<file path="src/rtl/prewitt_stream.sv">
`default_nettype none
// ============================================================================
// Module   : prewitt_stream
// Purpose  : Streaming 3x3 Prewitt edge detector for raster-order pixels.
//            Two line buffers plus a 3x3 window; selectable horizontal,
//            vertical or combined magnitude; saturating output; border
//            outputs forced to zero.
// Ports    : clk        rising-edge clock
//            rst        asynchronous, active-low reset
//            mode       00 horiz |sum_x|, 01 vert |sum_y|, 1x both
//            in_valid / in_ready / in_pixel   input pixel handshake
//            out_valid / out_pixel            one beat per output pixel
//            frame_done pulse with the last output pixel of a frame
//            thresh     binarisation threshold (PREWITT_THRESH_EN only)
// Options  : define PREWITT_THRESH_EN to binarise the interior output.
// Revision : 1.0 - initial release
// ============================================================================
module prewitt_stream #(
  parameter int ROWS  = 242,
  parameter int COLS  = 247,
  parameter int PIX_W = 8
) (
  input  logic             clk,
  input  logic             rst,
  input  logic [1:0]       mode,
  input  logic             in_valid,
  output logic             in_ready,
  input  logic [PIX_W-1:0] in_pixel,
  output logic             out_valid,
  output logic [PIX_W-1:0] out_pixel,
  output logic             frame_done
`ifdef PREWITT_THRESH_EN
  ,
  input  logic [PIX_W-1:0] thresh
`endif
);

  localparam int NPIX  = ROWS * COLS;
  localparam int CNT_W = $clog2(NPIX + 1);
  localparam int COL_W = $clog2(COLS);
  localparam int ROW_W = $clog2(ROWS);
  localparam int SUM_W = PIX_W + 3;
  localparam int MAG_W = PIX_W + 4;
  localparam logic [MAG_W-1:0] SAT_MAX = {{4{1'b0}}, {PIX_W{1'b1}}};

  typedef enum logic [1:0] {
    S_IDLE  = 2'd0,
    S_RUN   = 2'd1,
    S_FLUSH = 2'd2
  } state_e;

  state_e           state_q, state_d;
  logic [1:0]       mode_q, mode_d;
  logic [CNT_W-1:0] pix_cnt_q, pix_cnt_d;
  logic [COL_W-1:0] in_col_q, in_col_d;
  logic [COL_W-1:0] out_col_q, out_col_d;
  logic [ROW_W-1:0] out_row_q, out_row_d;
  // Window: left (l) and middle (m) columns; the right column is the
  // incoming one, so the result is available on the accepting edge.
  logic [PIX_W-1:0] wl_t_q, wl_m_q, wl_b_q, wl_t_d, wl_m_d, wl_b_d;
  logic [PIX_W-1:0] wm_t_q, wm_m_q, wm_b_q, wm_t_d, wm_m_d, wm_b_d;
  logic             out_valid_q, out_valid_d;
  logic [PIX_W-1:0] out_pixel_q, out_pixel_d;
  logic             frame_done_q, frame_done_d;

  // Line buffers: lb_top holds row r-2, lb_mid holds row r-1 per column.
  logic [PIX_W-1:0] lb_top_q [COLS];
  logic [PIX_W-1:0] lb_mid_q [COLS];

  logic             accept, flush_step, step, emit, last_out, interior;
  logic [PIX_W-1:0] new_t, new_m, new_b;
  logic [SUM_W-1:0] col_l, col_r, row_t, row_b, diff_x, diff_y, neg_x, neg_y;
  logic [MAG_W-1:0] abs_x, abs_y, mag;
  logic [PIX_W-1:0] sat_pix, res_pix;

  assign in_ready   = (state_q != S_FLUSH);
  assign accept     = in_valid && in_ready;
  assign flush_step = (state_q == S_FLUSH);
  assign step       = accept || flush_step;
  // Outputs start once the window can be centred on raster index 0.
  assign emit       = flush_step || (accept && (pix_cnt_q >= CNT_W'(COLS + 1)));
  assign last_out   = (out_row_q == ROW_W'(ROWS - 1)) && (out_col_q == COL_W'(COLS - 1));
  assign interior   = (out_row_q != '0) && (out_row_q != ROW_W'(ROWS - 1)) &&
                      (out_col_q != '0) && (out_col_q != COL_W'(COLS - 1));

  // Flush feeds zero-valued virtual pixels; they only reach border outputs.
  assign new_b = flush_step ? '0 : in_pixel;
  assign new_m = lb_mid_q[in_col_q];
  assign new_t = lb_top_q[in_col_q];

  always_comb begin
    col_l  = SUM_W'(wl_t_q) + SUM_W'(wl_m_q) + SUM_W'(wl_b_q);
    col_r  = SUM_W'(new_t)  + SUM_W'(new_m)  + SUM_W'(new_b);
    row_t  = SUM_W'(wl_t_q) + SUM_W'(wm_t_q) + SUM_W'(new_t);
    row_b  = SUM_W'(wl_b_q) + SUM_W'(wm_b_q) + SUM_W'(new_b);
    diff_x = col_l - col_r;
    diff_y = row_t - row_b;
    neg_x  = -diff_x;
    neg_y  = -diff_y;
    abs_x  = {1'b0, (diff_x[SUM_W-1] ? neg_x : diff_x)};
    abs_y  = {1'b0, (diff_y[SUM_W-1] ? neg_y : diff_y)};
    case (mode_q)
      2'b00:   mag = abs_x;
      2'b01:   mag = abs_y;
      default: mag = abs_x + abs_y;
    endcase
    sat_pix = (mag > SAT_MAX) ? {PIX_W{1'b1}} : mag[PIX_W-1:0];
`ifdef PREWITT_THRESH_EN
    res_pix = (sat_pix >= thresh) ? {PIX_W{1'b1}} : '0;
`else
    res_pix = sat_pix;
`endif
  end

  always_comb begin
    state_d      = state_q;
    mode_d       = mode_q;
    pix_cnt_d    = pix_cnt_q;
    in_col_d     = in_col_q;
    out_col_d    = out_col_q;
    out_row_d    = out_row_q;
    wl_t_d       = wl_t_q;
    wl_m_d       = wl_m_q;
    wl_b_d       = wl_b_q;
    wm_t_d       = wm_t_q;
    wm_m_d       = wm_m_q;
    wm_b_d       = wm_b_q;
    out_valid_d  = 1'b0;
    out_pixel_d  = '0;
    frame_done_d = 1'b0;

    if (step) begin
      wl_t_d   = wm_t_q;
      wl_m_d   = wm_m_q;
      wl_b_d   = wm_b_q;
      wm_t_d   = new_t;
      wm_m_d   = new_m;
      wm_b_d   = new_b;
      in_col_d = (in_col_q == COL_W'(COLS - 1)) ? '0 : in_col_q + 1'b1;
    end

    if (accept) begin
      pix_cnt_d = pix_cnt_q + 1'b1;
      if (state_q == S_IDLE) begin
        mode_d  = mode;
        state_d = S_RUN;
      end
      if (pix_cnt_q == CNT_W'(NPIX - 1)) begin
        state_d = S_FLUSH;
      end
    end

    if (emit) begin
      out_valid_d = 1'b1;
      out_pixel_d = interior ? res_pix : '0;
      if (out_col_q == COL_W'(COLS - 1)) begin
        out_col_d = '0;
        out_row_d = out_row_q + 1'b1;
      end else begin
        out_col_d = out_col_q + 1'b1;
      end
      // The final output always falls inside FLUSH.
      if (last_out) begin
        frame_done_d = 1'b1;
        state_d      = S_IDLE;
        pix_cnt_d    = '0;
        in_col_d     = '0;
        out_col_d    = '0;
        out_row_d    = '0;
      end
    end
  end

  always_ff @(posedge clk or negedge rst) begin
    if (!rst) begin
      state_q      <= S_IDLE;
      mode_q       <= 2'b00;
      pix_cnt_q    <= '0;
      in_col_q     <= '0;
      out_col_q    <= '0;
      out_row_q    <= '0;
      wl_t_q       <= '0;
      wl_m_q       <= '0;
      wl_b_q       <= '0;
      wm_t_q       <= '0;
      wm_m_q       <= '0;
      wm_b_q       <= '0;
      out_valid_q  <= 1'b0;
      out_pixel_q  <= '0;
      frame_done_q <= 1'b0;
    end else begin
      state_q      <= state_d;
      mode_q       <= mode_d;
      pix_cnt_q    <= pix_cnt_d;
      in_col_q     <= in_col_d;
      out_col_q    <= out_col_d;
      out_row_q    <= out_row_d;
      wl_t_q       <= wl_t_d;
      wl_m_q       <= wl_m_d;
      wl_b_q       <= wl_b_d;
      wm_t_q       <= wm_t_d;
      wm_m_q       <= wm_m_d;
      wm_b_q       <= wm_b_d;
      out_valid_q  <= out_valid_d;
      out_pixel_q  <= out_pixel_d;
      frame_done_q <= frame_done_d;
    end
  end

  // Line buffer storage needs no reset: stale contents only reach borders.
  always_ff @(posedge clk) begin
    if (step) begin
      lb_top_q[in_col_q] <= new_m;
      lb_mid_q[in_col_q] <= new_b;
    end
  end

  assign out_valid  = out_valid_q;
  assign out_pixel  = out_pixel_q;
  assign frame_done = frame_done_q;

endmodule
`default_nettype wire

</file>
<file path="config.mk">
export PLATFORM = sky130hd
export DESIGN_NAME = prewitt_stream
export DESIGN_NICKNAME = d
export VERILOG_FILES = /design/src/rtl/prewitt_stream.sv
export SDC_FILE = /design/constraint.sdc
export NUM_CORES = 2
export LEC_CHECK = 0
export ABC_AREA = 0
export CAP_MARGIN = 0
export CELL_PAD_IN_SITES_DETAIL_PLACEMENT = 0
export CELL_PAD_IN_SITES_GLOBAL_PLACEMENT = 2
export CORE_UTILIZATION = 35
export CTS_CLUSTER_SIZE = 20
export DETAILED_ROUTE_END_ITERATION = 16
export PLACE_DENSITY_LB_ADDON = 0.1
export RECOVER_POWER = 50
export SYNTH_ARGS = -nofsm -noshare
export SYNTH_HDL_FRONTEND = slang
export SYNTH_SLANG_ARGS = --single-unit
</file>
<file path="constraint.sdc">
create_clock -name clk -period 16.75 [get_ports clk]
set_clock_uncertainty 0.1 [all_clocks]
set_input_delay 4.1875 -clock clk [delete_from_list [all_inputs] [get_ports clk]]
set_output_delay 4.1875 -clock clk [all_outputs]
set_load 0.02 [all_outputs]
</file>
== Yosys cells after proc, flatten, opt, wreduce, memory -nomap -nowiden ==
Memories as Yosys holds them, arrays and structs flattened.
Cells that the tools add are included.
Storage, ports and cells
  register bits: 102
  bits in writable memories: 3952
  bits of input ports: 13
  output and inout port bits: 11
  memories: 2
Memory list
  lb_mid_q: words 247, width 8, read ports 1, clocked after Yosys merged registers in 0, wr ports 1, RTL line 68  | logic [PIX_W-1:0] lb_mid_q [COLS];
  lb_top_q: words 247, width 8, read ports 1, clocked after Yosys merged registers in 0, wr ports 1, RTL line 67  | logic [PIX_W-1:0] lb_top_q [COLS];
Cells by class
  add/subtract/negate cells: 17
  magnitude comparators: 2
  equality and inequality tests: 9
  muxes and demuxes: 28
  reductions and logical operators: 15
Operator list (number)
  2-to-1 mux 8 bit: 12
  2-to-1 mux 16 bit: 3
  adder 9 x 8 -> 10 bit: 4
  adder 8 x 8 -> 9 bit: 4
  adder 8 x 1 -> 8 bit (second input constant): 3
  equality test 8 bit (second input constant): 3
  case mux 12 bit (2 select lines): 1
  2-to-1 mux 11 bit: 2
  negation 11 bit: 2
  subtractor 10 x 10 -> 11 bit: 2
  adder 16 x 1 -> 16 bit (second input constant): 1
  equality test 16 bit (second input constant): 1
  greater-or-equal comparator 16 x 8 -> 1 bit (second input constant): 1
  != test 8 bit (second input constant): 2
  nonzero test 8 bit: 2
  adder 11 x 11 -> 12 bit: 1
  greater-than comparator 12 x 8 -> 1 bit (second input constant): 1
  2-to-1 mux 2 bit: 5
  logical AND 1 bit: 6
  2-to-1 mux 1 bit: 5
  logical NOT 2 bit: 2
  AND reduction 2 bit: 2
  equality test 2 x 1 -> 1 bit (second input constant): 1
  equality test 2 bit (second input constant): 1
  other kinds (3): 4

== Longest topological paths before layout ==
  depth in word-level cells: 12
  mapped depth: 38
  depth with buffers taken out: 31

== Worst setup path after synthesis ==
OpenSTA, ideal clock, no wires.
  path type: input-to-reg
  from: input port in_pixel[1]
  to: register out_pixel_q[3] (netlist: out_pixel[3])
  setup time: 0.157 ns
  data arrival time: 13.169 ns
  path slack: 3.324 ns
  cell stages on the path: 24
  path buffers: 0
  cells stage by stage: and2_1 -> ha_1 -> inv_1 -> fa_1 -> fa_1 -> ha_1 -> inv_1 -> fa_1 -> nor2b_1 -> o31ai_1 -> and4_1 -> nor4_1 -> nand3_1 -> nand2_1 -> xnor2_1 -> ha_1 -> or4_1 -> nor2_1 -> nand3_1 -> a2111o_1 -> o311a_1 -> o311a_1 -> a32oi_1 -> nand4_1
On the way
  cells in the longest elaborated chain, start to end: 11
Ends and longest elaborated chain
  start, declared: RTL line 28  | input logic [PIX_W-1:0] in_pixel,
  2-to-1 mux 8 bit *: RTL line 87  | assign new_b = flush_step ? '0 : in_pixel;
  adder 9 x 8 -> 10 bit (on tied branches): RTL line 93, 95
  subtractor 10 x 10 -> 11 bit (on tied branches): RTL line 96, 97
  negation 11 bit (on tied branches): RTL line 98, 99
  2-to-1 mux 11 bit (on tied branches): RTL line 100, 101
  adder 11 x 11 -> 12 bit: RTL line 105  | default: mag = abs_x + abs_y;
  case mux 12 bit (2 select lines) *: RTL line 102  | case (mode_q)
  greater-than comparator 12 x 8 -> 1 bit: RTL line 107  | sat_pix = (mag > SAT_MAX) ? {PIX_W{1'b1}} : mag[PIX_W-1:0];
  2-to-1 mux 8 bit *: RTL line 107
  2-to-1 mux 8 bit *: RTL line 155  | out_pixel_d = interior ? res_pix : '0;
  2-to-1 mux 8 bit *: RTL line 153  | if (emit) begin
  named net out_pixel_d[3]: RTL line 63  | logic [PIX_W-1:0] out_pixel_q, out_pixel_d;
  end signal, assigned: RTL line 205  | out_pixel_q <= out_pixel_d;
  end, declared: RTL line 63
Mark *: on every way through the listed nets, which the timed path passes. The rest lies on a longest branch.
A chain may end at the register's enable or synchronous reset.

== Worst setup path in the final report ==
  from: register in_col_q[1]
  to: memory lb_top_q[100][2] (data pin)
On the way
  cells in the longest elaborated chain, start to end: 1
Ends and longest elaborated chain
  start, declared: RTL line 55  | logic [COL_W-1:0] in_col_q, in_col_d;
  start signal, assigned: RTL line 195  | in_col_q <= in_col_d;
  memory read (247 x 8 bit)
  named net new_m[2]: RTL line 71  | logic [PIX_W-1:0] new_t, new_m, new_b;
  end, declared: RTL line 67
The timed path passes the listed nets, and every way through them passes these cells.

==> key figures <==
Status
  – Status: finished with violations
  – Violated checks: capacitance limit, slew limit

STA
  – Max Clock Freq: 70.3 MHz
  – Tmin final: ~14000 ps
  – Fin crit share: 85.0%
  – Slew headroom: -352%
  – Fin. Hold Viols: 0
  – RSZ-0062 raised after global routing: no
  – Setup-failing EPs final: 0
  – Setup ws final: 2520 ps
  – TNS Setup: 0 ps
  – Slew @ Worst Pin: 6780 ps
  – Pins over their slew limit: 2810

Route
  – First drt pass iteration count: 5
  – Final WL: 486 mm
  – Via count: 75700
  – Routed Antenna Nets: 0
  – DRT iter0 DRCs: 7893
  – Via density: 5.45
  – # DRC: 0
  – Avg WL per Cell: 35.0 um

CTS
  – H-Tree Depth: 5
  – CTS tree: built
  – Clock sink count: between 4000 and 5000
  – Clk root buf: clkbuf_16
  – Max Buffers Root-to-Sink: 4
  – Cts repair resizes: 0
  – Setup Buffers After CTS: 0
  – Num CTS Buffers: 447
  – Clk slew on worst S/H paths: 60 ps
  – Clk Latency, worst-skew pair: around 1000 ps
  – Cts hold-fix bufs: 0

Setup path
  – Delay-heaviest family, CP: buffers and inverters
  – Worst setup EP type: flop
  – Critical Path Start: in_col_q[1]$_DFF_PN0_
  – CP required: 17190 ps
  – Logic depth of the worst setup path including buffers: 10
  – WP buf/inv: 4
  – Reg2Reg Setup Slack: around 2500 ps
  – Type of the worst setup path: flop to flop
  – Crit-path max cell delay: roughly 4600 ps
  – Critical path launch point type: flop
  – Slowest CP cell: clkinvlp_2
  – Critical-path cell list: buf_4 -> buf_12 -> mux4_2 -> mux4_2 -> a22oi_1 -> nand2_1 -> nor4_1 -> and4_1 -> clkinvlp_2 -> buf_4
  – R2r endpoint: lb_top_q[100][2]$_DFFE_PP_
  – Cells on worst reg2reg path: 10
  – CP max FO: about 150
  – CP Capture Point: lb_top_q[100][2]$_DFFE_PP_
  – Worst Path Arrival: 14670 ps
  – FF-to-FF Start: in_col_q[1]$_DFF_PN0_

Final layout
  – Nets: around 7700
  – Final non-filler cell total: 13900
  – Area grow syn2layout: 14.8%
  – Layout cells sized above 1: 29.2%
  – Post-layout util: slightly above 40%

Placed design
  – IO Port Bufs: 23
  – Detailed placement HPWL: 286 mm
  – Routability cong.: 0.801
  – Post-Place Cells: 13100
  – Setup WS pre-CTS: approximately 3900 ps

Global routing
  – Initial antenna violation count: 33
  – Number of global-route vias before repair: 78300
  – First-pass GRT wire length: roughly 670 mm
  – Gr usage total: 21.0%
  – GRT overflow: 0
  – Largest net degree at the start of global routing: 169

Logic synthesis
  – Synth Warn #: 0
  – Count of flip-flops with a built-in enable after synthesis: between 3000 and 4000
  – Synth area leaders: edfxtp_1 75%, mux4_2 17%, dfrtp_1 1.6%
  – List of most frequent post-synthesis cells: 3952 x edfxtp_1, 1202 x mux4_2, 368 x nor2_1
  – Yosys cell types: a little under 70
  – Yosys reg bits: slightly above 4000
  – Asr flop ratio synth: around 2.5%
  – Top cell type's share of synthesized area: 74.6%
  – Register area share after synthesis: 76.2%
  – Post-Synthesis Cells: ~7000
  – Count leader, synth: edfxtp_1
  – Synthesized cell area: 159000 sq um
  – Top FF cell, synth: edfxtp_1
  – Leading area contributor after synthesis: edfxtp_1
  – Mapped Nets: about 7200
  – Syn Area/Cell: about 23 sq um

Floorplanning
  – Core ar.: ~450000 sq um
  – FP Rows: 247
  – Die Area: between 400000 and 500000 sq um
  – Die Span Y: 676 um
  – Ports: 24
  – Die X: between 600 and 700 um
  – Initial core utilization: roughly a third

Job
  – Max Cap Viol: 77

Worst hold path
  – HP Class: flop to flop
worst register-to-register path: cells and delay by family (launching register included):
| family | cells | cell delay [ps] |
|---|---|---|
| compound gates | 1 | 380 |
| mux | 2 | 980 |
| flops | 1 | 2110 |
| simple gates | 3 | 1810 |
| buf+inv | 4 | 8260 |
state kept, by name, summed over array words and instances, names as in the netlist:
name,cells
out_valid,1
out_pixel,8
out_row_q,8
frame_done,1
in_col_q,8
lb_top_q,1976
wm_t_q,8
pix_cnt_q,16
state_q,2
lb_mid_q,1976
out_col_q,8
wm_m_q,8
mode_q,2
wl_b_q,8
wm_b_q,8
wl_t_q,8
wl_m_q,8
worst min-delay path by stage:
stage                          startpoint                     to  slack (ps)  depth (start not counted)
global route        wm_m_q[3]$_DFFE_PN0P_  wl_m_q[3]$_DFFE_PN0P_         400                          2
finish              wm_m_q[6]$_DFFE_PN0P_  wl_m_q[6]$_DFFE_PN0P_         370                          2
CTS                 wm_m_q[3]$_DFFE_PN0P_  wl_m_q[3]$_DFFE_PN0P_         380                          2
detailed placement  wm_m_q[6]$_DFFE_PN0P_  wl_m_q[6]$_DFFE_PN0P_         360                          2
floorplan           wm_m_q[6]$_DFFE_PN0P_  wl_m_q[6]$_DFFE_PN0P_         340                          2
global placement    wm_m_q[3]$_DFFE_PN0P_  wl_m_q[3]$_DFFE_PN0P_         360                          2
stage by stage:
stage | hold slack, ps | area, sq um
3_5_place_dp | 364 | 169000
4_1_cts | 379 | 184000
3_3_place_gp | 357 | 169000
6_report | 373 | 183000
2_1_floorplan | 342 | 159000
5_1_grt | 400 | 183000
final cells by class:
class	count	area, sq um
Antenna cell	12	30.0
Clock inverter	263	2590
Timing Repair Buffer	395	2780
Sequential cell	4054	121000
Clock buffer	560	11700
Multi-Input combinational cell	2498	36300
Fill cell	39900	270000
Inverter	131	542
Tap cell	5976	7480
metal layers:
layer	up-vias	GRT usage (%)	part of all wire (%)
met4	2	4.39	2.3
met3	540	3.49	5.6
li1	30700	-	-
met2	2048	34.1	48
met5	-	0	0.0041
met1	42400	30.0	44
cell usage in the layout (no fill, tap or decap), types with 20 or more instances in the layout:
cell       instances
a21oi_1           44
a22oi_1           60
buf_12            21
buf_4            219
bufinv_16         42
clkbuf_1         236
clkbuf_16        450
clkinv_1          90
clkinv_2          88
dfrtp_1           99
edfxtp_1        3952
fa_1              65
ha_1              48
inv_1            119
mux2i_1           83
mux4_2          1202
nand2_1          184
nand3_1           43
nand4_1           24
nor2_1           183
nor2_2           153
nor2_4            32
o21ai_0           74
xnor2_1           29
xor2_1            20
logic make-up after synthesis:
| group | count (synthesis) | share of synthesized area (%) |
|---|---|---|
| flops | 4054 | 76.2 |
| mux | 1297 | 17.6 |
| simple gates | 734 | 2.01 |
| buf+inv | 493 | 1.45 |
| compound gates | 305 | 1.29 |
| fa+ha+maj | 113 | 1.19 |
| xor+xnor | 49 | 0.270 |
Power is left out: the tool's default activity adds up to more than one toggle a clock period on the data nets, which glitch-free logic cannot reach.
